--- config.mk ---
export PLATFORM = sky130hd
export DESIGN_NAME = ram_port_arbiter_flat
export DESIGN_NICKNAME = d
export VERILOG_FILES = /design/src/rtl/ram_port_arbiter_if.sv /design/src/rtl/ram_port_arbiter.sv /design/src/flat_wrapper.sv
export SDC_FILE = /design/constraint.sdc
export NUM_CORES = 1
export LEC_CHECK = 0
export ABC_CLOCK_PERIOD_IN_PS = 3300
export CAP_MARGIN = 20
export CORE_ASPECT_RATIO = 1.25
export CORE_MARGIN = 10
export CORE_UTILIZATION = 36
export DETAILED_ROUTE_END_ITERATION = 10
export GPL_TIMING_DRIVEN = 0
export PLACE_DENSITY = 0.92
export SLEW_MARGIN = 20
export SYNTH_ARGS = -nofsm -noshare
export SYNTH_HDL_FRONTEND = slang
export SYNTH_SLANG_ARGS = --single-unit
--- constraint.sdc ---
create_clock -name clk -period 3.3 [get_ports clk]
set_clock_uncertainty 0.2 [all_clocks]
set_input_delay 0.66 -clock clk [delete_from_list [all_inputs] [get_ports clk]]
set_output_delay 0.66 -clock clk [all_outputs]
set_load 0.01 [all_outputs]
--- src/rtl/ram_port_arbiter_if.sv ---
// Channel-side bus of the RAM port arbiter: packed per-channel requests in,
// one-hot grants and shared read-return bus out.
interface ram_port_arbiter_if #(
  parameter int unsigned NUM_CH = 3,
  parameter int unsigned ADDR_W = 15,
  parameter int unsigned DATA_W = 16
) ();
  logic [NUM_CH-1:0]        req;
  logic [NUM_CH-1:0]        we;
  logic [NUM_CH*ADDR_W-1:0] addr;
  logic [NUM_CH*DATA_W-1:0] wdata;
  logic [NUM_CH-1:0]        gnt;
  logic [NUM_CH-1:0]        rvalid;
  logic [DATA_W-1:0]        rdata;

  modport master (
    output req, we, addr, wdata,
    input  gnt, rvalid, rdata
  );

  modport slave (
    input  req, we, addr, wdata,
    output gnt, rvalid, rdata
  );
endinterface

--- src/rtl/ram_port_arbiter.sv ---
// N-channel arbiter onto one RAM port: starvation override, optional fixed priority
// for channel 0, round-robin for the rest, tagged in-order read return.
module ram_port_arbiter #(
  parameter int unsigned NUM_CH   = 3,
  parameter int unsigned ADDR_W   = 15,
  parameter int unsigned DATA_W   = 16,
  parameter int unsigned RD_LAT   = 1,
  parameter int unsigned PRIO0    = 1,
  parameter int unsigned MAX_WAIT = 15
) (
  input  logic              clk,
  input  logic              rst_n,
  ram_port_arbiter_if.slave bus,
  output logic [ADDR_W-1:0] ram_addr,
  output logic [DATA_W-1:0] ram_din,
  output logic              ram_we,
  input  logic [DATA_W-1:0] ram_dout
);
  localparam int unsigned PtrW = (NUM_CH > 2) ? $clog2(NUM_CH) : 1;
  localparam int unsigned CntW = (MAX_WAIT > 1) ? $clog2(MAX_WAIT + 1) : 1;
  localparam logic [CntW-1:0] CntMax = CntW'(MAX_WAIT);

  typedef struct packed {
    logic            vld;
    logic [PtrW-1:0] ch;
  } tag_t;

  logic [PtrW-1:0]   rr_q;
  logic [CntW-1:0]   wait_q [NUM_CH];
  tag_t              tag_q [RD_LAT];
  logic [NUM_CH-1:0] rvalid_q;

  logic              found;
  logic              upd_rr;
  logic [PtrW-1:0]   sel;
  logic [PtrW-1:0]   cand;
  logic [NUM_CH-1:0] gnt;

  always_comb begin
    found  = 1'b0;
    upd_rr = 1'b0;
    sel    = '0;
    cand   = '0;
    if (PRIO0 != 0) begin
      // Starved channels beat channel 0; lowest index first.
      for (int i = 1; i < NUM_CH; i++) begin
        if (!found && bus.req[i] && (wait_q[i] == CntMax)) begin
          found  = 1'b1;
          upd_rr = 1'b1;
          sel    = PtrW'(i);
        end
      end
      if (!found && bus.req[0]) begin
        found = 1'b1;
        sel   = '0;
      end
    end
    for (int unsigned k = 1; k <= NUM_CH; k++) begin
      cand = PtrW'((32'(rr_q) + k) % NUM_CH);
      if (!found && bus.req[cand]) begin
        found  = 1'b1;
        upd_rr = 1'b1;
        sel    = cand;
      end
    end
  end

  assign gnt        = found ? (NUM_CH'(1) << sel) : '0;
  assign bus.gnt    = gnt;
  assign bus.rvalid = rvalid_q;
  assign bus.rdata  = (|rvalid_q) ? ram_dout : '0;

  always_ff @(posedge clk or negedge rst_n) begin
    if (!rst_n) begin
      rr_q     <= PtrW'(NUM_CH - 1);
      ram_addr <= '0;
      ram_din  <= '0;
      ram_we   <= 1'b0;
      rvalid_q <= '0;
      for (int i = 0; i < NUM_CH; i++) begin
        wait_q[i] <= '0;
      end
      for (int k = 0; k < RD_LAT; k++) begin
        tag_q[k] <= '0;
      end
    end else begin
      if (found && upd_rr) begin
        rr_q <= sel;
      end
      for (int i = 0; i < NUM_CH; i++) begin
        if (!bus.req[i] || gnt[i]) begin
          wait_q[i] <= '0;
        end else if (wait_q[i] != CntMax) begin
          wait_q[i] <= wait_q[i] + CntW'(1);
        end
      end
      ram_we <= found & bus.we[sel];
      if (found) begin
        ram_addr <= bus.addr[sel*ADDR_W +: ADDR_W];
        ram_din  <= bus.wdata[sel*DATA_W +: DATA_W];
      end
      // Tag stages track the RAM latency so rvalid lines up with ram_dout.
      tag_q[0].vld <= found & ~bus.we[sel];
      tag_q[0].ch  <= sel;
      for (int k = 1; k < RD_LAT; k++) begin
        tag_q[k] <= tag_q[k-1];
      end
      rvalid_q <= tag_q[RD_LAT-1].vld ? (NUM_CH'(1) << tag_q[RD_LAT-1].ch) : '0;
    end
  end
endmodule

--- src/flat_wrapper.sv ---
// flat-port wrapper written by rule: the top's interface ports become plain ports
module ram_port_arbiter_flat 
#(
  parameter int unsigned NUM_CH   = 3,
  parameter int unsigned ADDR_W   = 15,
  parameter int unsigned DATA_W   = 16,
  parameter int unsigned RD_LAT   = 1,
  parameter int unsigned PRIO0    = 1,
  parameter int unsigned MAX_WAIT = 15
)
  (clk, rst_n, ram_addr, ram_din, ram_we, ram_dout, bus_req, bus_we, bus_addr, bus_wdata, bus_gnt, bus_rvalid, bus_rdata);
  ram_port_arbiter_if #(.NUM_CH(NUM_CH), .ADDR_W(ADDR_W), .DATA_W(DATA_W)) bus_i ();
  input  logic clk;
  input  logic rst_n;
  output logic [ADDR_W-1:0] ram_addr;
  output logic [DATA_W-1:0] ram_din;
  output logic ram_we;
  input  logic [DATA_W-1:0] ram_dout;
  input wire logic [$bits(bus_i.req)-1:0] bus_req;
  input wire logic [$bits(bus_i.we)-1:0] bus_we;
  input wire logic [$bits(bus_i.addr)-1:0] bus_addr;
  input wire logic [$bits(bus_i.wdata)-1:0] bus_wdata;
  output wire logic [$bits(bus_i.gnt)-1:0] bus_gnt;
  output wire logic [$bits(bus_i.rvalid)-1:0] bus_rvalid;
  output wire logic [$bits(bus_i.rdata)-1:0] bus_rdata;
  assign bus_i.req = bus_req;
  assign bus_i.we = bus_we;
  assign bus_i.addr = bus_addr;
  assign bus_i.wdata = bus_wdata;
  assign bus_gnt = bus_i.gnt;
  assign bus_rvalid = bus_i.rvalid;
  assign bus_rdata = bus_i.rdata;
  ram_port_arbiter #(.NUM_CH(NUM_CH), .ADDR_W(ADDR_W), .DATA_W(DATA_W), .RD_LAT(RD_LAT), .PRIO0(PRIO0), .MAX_WAIT(MAX_WAIT)) u_core (.clk(clk), .rst_n(rst_n), .bus(bus_i), .ram_addr(ram_addr), .ram_din(ram_din), .ram_we(ram_we), .ram_dout(ram_dout));
endmodule
# ---- Word level (Yosys, flattened, before mapping)
# Cells that the tools add are included.
dict set report word_totals {
  output_inout_bits 54
  reg_bits 48
  inputBits 117
  wordCells 83
}
dict set report classes {
  n_div 3
  shifts 4
  addsub 5
  n_eq_ne 4
  magnitude_cmp 4
  bitwise 3
  mul 1
  n_reduce_logical 20
  mux 30
}
# op n
set op_table {}
lappend op_table {{modulo 32 x 2 -> 32 bit, second input constant} 3}
lappend op_table {{indexed part select 48 x 7 -> 16 bit} 1}
lappend op_table {{indexed part select 45 x 7 -> 15 bit} 1}
lappend op_table {{2-to-1 mux 16 bit} 1}
lappend op_table {{2-to-1 mux 4 bit} 4}
lappend op_table {{2-to-1 mux 1 bit} 14}
lappend op_table {{less-than comparator 2 x 3 -> 1 bit, second input constant} 4}
lappend op_table {{2-to-1 mux 2 bit} 5}
lappend op_table {{adder 4 x 1 -> 4 bit, second input constant} 2}
lappend op_table {{binary-select mux 1 bit (select 2 bit)} 4}
lappend op_table {{== test 4 bit, second input constant} 2}
lappend op_table {{logical AND 1 bit} 8}
lappend op_table {{!= test 4 bit, second input constant} 2}
lappend op_table {{logical NOT 1 bit} 7}
lappend op_table {{adder 2 x 2 -> 3 bit, second input constant} 2}
lappend op_table {{multiplier 2 x 4 -> 6 bit, second input constant} 1}
lappend op_table {{2-to-1 mux 3 bit} 2}
lappend op_table {{left shift 1 x 2 -> 3 bit, first input constant} 2}
lappend op_table {{nonzero test 2 bit} 2}
lappend op_table {{adder 2 x 1 -> 3 bit, second input constant} 1}
lappend op_table {{OR reduction 3 bit} 1}
lappend op_table {{bitwise AND 1 bit} 2}
lappend op_table {{logical OR 1 bit} 2}
lappend op_table {{inverter 1 bit} 1}

# ---- Depth between registers and ports, before layout
# Gate-level depths: netlist of run 1.
dict set report logic_depth {
  word_depth 23
  depth_mapped 10
  mapped_depth_nobuf 8
}

# ---- Worst setup path after synthesis of run 1
# OpenSTA, ideal clock, no wires.
dict set report synth_timing {
  path_kind {register -> output}
  startpoint {register u_core.rr_q[1]}
  endpoint {output port bus_gnt[2]}
  path_buffers 0
  setup_slack_ns 0.670
  t_arrival_ns 1.770
  path_stages_with_launch 7
  required_ns 2.440
  path_cell_list {dfstp_2 inv_1 ha_1 and3_4 a2111oi_4 nor2_1 nor2_1}
}
dict set report synth_via {
  elab_chain_cells 14
  elab_cells_between_ends 25
  classes_between {add/sub (3); div (3); shift (1); mux (13); reduce/logical (5)}
}
# item line
set synth_lines {}
lappend synth_lines {{from (decl)} ram_port_arbiter.sv:28} ;# logic [PtrW-1:0] rr_q;
lappend synth_lines {{from (signal assigned)} ram_port_arbiter.sv:75} ;# rr_q <= PtrW'(NUM_CH - 1);
lappend synth_lines {{from (signal assigned)} ram_port_arbiter.sv:88} ;# rr_q <= sel;
lappend synth_lines {{adder 2 x 1 -> 3 bit} ram_port_arbiter.sv:59} ;# cand = PtrW'((32'(rr_q) + k) % NUM_CH);
lappend synth_lines {{modulo 32 x 2 -> 32 bit} ram_port_arbiter.sv:59}
lappend synth_lines {{binary-select mux 1 bit (select 2 bit)} ram_port_arbiter.sv:60} ;# if (!found && bus.req[cand]) begin
lappend synth_lines {{2-to-1 mux 1 bit (implied by the code)} ram_port_arbiter.sv:60}
lappend synth_lines {{logical AND 1 bit} ram_port_arbiter.sv:60}
lappend synth_lines {{2-to-1 mux 1 bit} ram_port_arbiter.sv:60}
lappend synth_lines {{logical NOT 1 bit} ram_port_arbiter.sv:60}
lappend synth_lines {{logical AND 1 bit} ram_port_arbiter.sv:60}
lappend synth_lines {{2-to-1 mux 1 bit} ram_port_arbiter.sv:60}
lappend synth_lines {{logical NOT 1 bit} ram_port_arbiter.sv:60}
lappend synth_lines {{logical AND 1 bit} ram_port_arbiter.sv:60}
lappend synth_lines {{2-to-1 mux 2 bit} ram_port_arbiter.sv:60}
lappend synth_lines {{left shift 1 x 2 -> 3 bit} ram_port_arbiter.sv:68} ;# assign gnt = found ? (NUM_CH'(1) << sel) : '0;
lappend synth_lines {{2-to-1 mux 3 bit (*)} ram_port_arbiter.sv:68}
lappend synth_lines {{to (decl)} flat_wrapper.sv:23} ;# output wire logic [$bits(bus_i.gnt)-1:0] bus_gnt;
# Every way passes the cells marked *; elsewhere a longest branch is shown, timed or not. The select of a mux whose other input is x is not followed.

# ---- Worst setup path after layout of run 1
# Same ends and word-level chain as after synthesis.

==> results of run 1 <==
==> kinds of logic (layout without fill, tap and decap cells) <==
family	count (synthesis)	after routing	share of synthesized area, %
AOI/OAI and AO/OA	111	111	31.27
DFF	48	48	46.03
adders and majority gates	4	4	1.916
buffers and inverters	30	213	6.226
muxes	1	1	0.3832
xor gates and xnor gates	2	2	0.6706
and+or+nand+nor	62	62	13.51
==> worst max-delay path, delay by kind of cell, from the launching register on <==
kind            cells  cell delay (ns)
flops               1             0.54
simple gates        3             0.43
compound gates      1             0.39
buf+inv             2             0.35
fa+ha+maj           1             0.27
==> cell usage in the layout (no fill, tap or decap), types with 5 or more instances in the layout <==
cell type / n
inv_1: 10
buf_4: 5
nor2_1: 11
o21ai_1: 28
nand2_1: 8
buf_2: 8
a22oi_1: 54
clkbuf_1: 5
nor2b_1: 17
dfrtp_1: 47
clkdlybuf4s50_1: 164
clkbuf_8: 5
a32oi_1: 8
==> registers in the layout (all words and copies together) (netlist names) <==
register / count
u_core.ram_din: 16
u_core.tag_q: 3
u_core.rr_q: 2
u_core.bus.rvalid: 3
u_core.wait_q: 8
u_core.ram_we: 1
u_core.ram_addr: 15
==> through the flow <==
stage          area, µm²  hold WS, ns  power [µW]
3_3_place_gp        4427       0.2274        2504
5_1_grt             4571       0.1035        3115
3_5_place_dp        4442       0.2371        2569
6_report            4571      0.08729        2922
4_1_cts             4548      0.08656        2937
2_1_floorplan       2613       0.1644        1701
==> layout make-up <==
class	instances	area [µm²]
fillers	548	2449
repair buffers	175	1748
multi-input cells	180	1252
flip-flops and latches	48	1202
plain buffers	19	126.4
well taps	90	112.6
clock buffers	5	68.82
inverters	11	41.29
clock inverters	3	18.77
==> what timing repair did <==
item / in CTS / in global routing
setup endpoints to repair: 3 / 2
endpoints found under the hold margin: 0 / 0
buffers inserted: 2 / 2
pin swaps: 2 / 2
resized for setup: 7 / 3
==> metal layers <==
metal	GRT usage, %	up-vias
li1	-	1343
met1	19.32	1355
met2	32.04	171
met3	8.480	14
met4	5.222	0
met5	0	-
==> power breakdown <==
part / internal (µW) / switching (µW)
clock network: 148 / 203
logic: 880 / 759
registers: 803 / 130
==> path summary, 6_finish.rpt <==
path                                         to  slack [ns]  depth (start not counted)             from
hold / removal               u_core.ram_din[14]        0.09                          1            rst_n
max in group asynchronous        u_core.rr_q[1]        2.21                          2            rst_n
setup / recovery                     bus_gnt[2]        0.17                          7   u_core.rr_q[1]
min in group clk           u_core.bus.rvalid[0]        0.25                          1  u_core.tag_q[1]
setup reg to reg             u_core.ram_din[10]        0.64                          9   u_core.rr_q[1]
hold reg to reg            u_core.bus.rvalid[0]        0.25                          1  u_core.tag_q[1]
==> summary.md, run 1 <==
| Metric | Value |
|---|---|
| Number of global-route vias before repair | `3192` |
| Horiz. Die Dim | `96.20 µm` |
| Sequential fraction of the synthesis area | `46.02%` |
| Maxcap violations | `0` |
| Worst Setup End Kind | `output pin` |
| First-pass GRT wire length | `16.22 mm` |
| Leakage | `0.001903 µW` |
| Syn avg cell area | `10.13 µm²` |
| Main area contributors after synthesis | `dfrtp_1 (45%), a22oi_1 (16%), o21ai_1 (5.4%), nor2b_1 (4.1%), a32oi_1 (2.7%)` |
| Worst path slowest cell | `dfstp_2` |
| Starting Density | `37.22%` |
| TritonCTS clock tree | `built` |
| Worst EP required | `2.44 ns` |
| First-pass DRT Iterations | `5` |
| Slew HR | `45.65%` |
| Sink Count | `48` |
| Clock Tree Buf Depth | `2` |
| DR WL met2 | `5.315 mm` |
| Die height | `115.2 µm` |
| Largest area contributor in the netlist | `dfrtp_1` |
| Commonest cells in the netlist | `a22oi_1 (54), dfrtp_1 (47), o21ai_1 (28), nor2b_1 (17), nor2_1 (12)` |
| Post-CTS Hold Buffers | `0` |
| Total number of vias | `2883` |
| Setup violators final | `0` |
| Number of remaining DRC errors | `0` |
| Placed Cells | `519` |
| IO Pins | `171` |
| Util after Layout | `65.12%` |
| Detail Route Antenna Nets | `0` |
| Post-Syn Nets | `379` |
| Core box area | `7019 µm²` |
| Actual slew at the worst max-slew pin | `0.8122 ns` |
| Met1 Wirelength | `3.784 mm` |
| Number of flops mapped to enable cells by yosys | `0` |
| Clk Latency, worst-skew pair | `0.30 ns` |
| # rows | `34` |
| Clock root buffer | `clkbuf_8` |
| Top routing layer used | `met4` |
| Worst setup margin | `0.1745 ns` |
| CP startpoint kind | `flop` |
| Global placer's final weighted congestion | `0.9282` |
| Port buffer count | `170` |
| Final nets | `561` |
| Pwr dens | `639.4 nW/µm²` |
| Tot GR Track Use | `18.42%` |
| Post-DP HPWL | `8.821 mm` |
| HP Class | `input port to async pin` |
| Critical Path AT | `2.27 ns` |
| Period minus WS final | `3.126 ns` |
| Antenna fix cells | `0` |
| Final Cycle Share | `94.71%` |
| Crit path largest cell delay | `0.54 ns` |
| Finished Layout Cells | `531` |
| Top fanout value on the critical path | `5` |
| RSZ-0062 raised after global routing | `no` |
| P&R area growth vs syn | `74.95%` |
| Final TNS setup | `0 ns` |
| Synthesis Warnings | `0` |
| Post-Place Setup Slack | `-0.5967 ns` |
| Max Clk Rate | `0.3199 GHz` |
| CTS clk-pin slew, worst paths | `0.10 ns` |
| Initial antenna violation count | `0` |
| Largest net degree at the start of global routing | `33` |
| Most frequent cell after synthesis | `a22oi_1` |
| Ratio of cells with drive above 1 in the final layout | `8.617%` |
| CP Cell Sequence | `inv_1 > ha_1 > and3_4 > a2111oi_4 > nor2_2 > nor2_1 > dlygate4sd2_1` |
| Starting DRT DRC Count | `130` |
| Synth top area share | `45.02%` |
| Hold Fails Final Rpt | `0` |
| Synthesized netlist cell count | `258` |
| Die area | `11090 µm²` |
| Pins over their slew limit | `0` |
| Routed wire length | `10.67 mm` |
| Drt wl/cell | `20.10 µm` |
| Num CTS Buffers | `5` |
| Peak VDD IR | `0.3719 mV` |
| Post-synth top flop | `dfrtp_1` |
| Outcome | `finished, final reports clean` |
| Wire length on met3 | `1.396 mm` |
| Vias/cell | `5.429` |
| CTS H-Tree Depth | `2` |
| Setup CP Type | `flop to output pin` |
| Synth unique cells | `45` |
| Synth Register Bits | `48` |
| Grt ovf | `0` |
| Netlist Area Pre-Place | `2613 µm²` |
| Asr flop ratio synth | `100.0%` |
(Power assumes the default switching activity.)
==> run 2: changes to the inputs <==
--- a/config.mk
+++ b/config.mk
@@ -6,7 +6,6 @@
 export NUM_CORES = 1
 export LEC_CHECK = 0
 export ABC_CLOCK_PERIOD_IN_PS = 3300
-export CAP_MARGIN = 20
 export CORE_ASPECT_RATIO = 1.25
 export CORE_MARGIN = 10
 export CORE_UTILIZATION = 36
==> results of run 2 <==
Same layout as run 1: the final DEF is identical, and so are final timing and power.
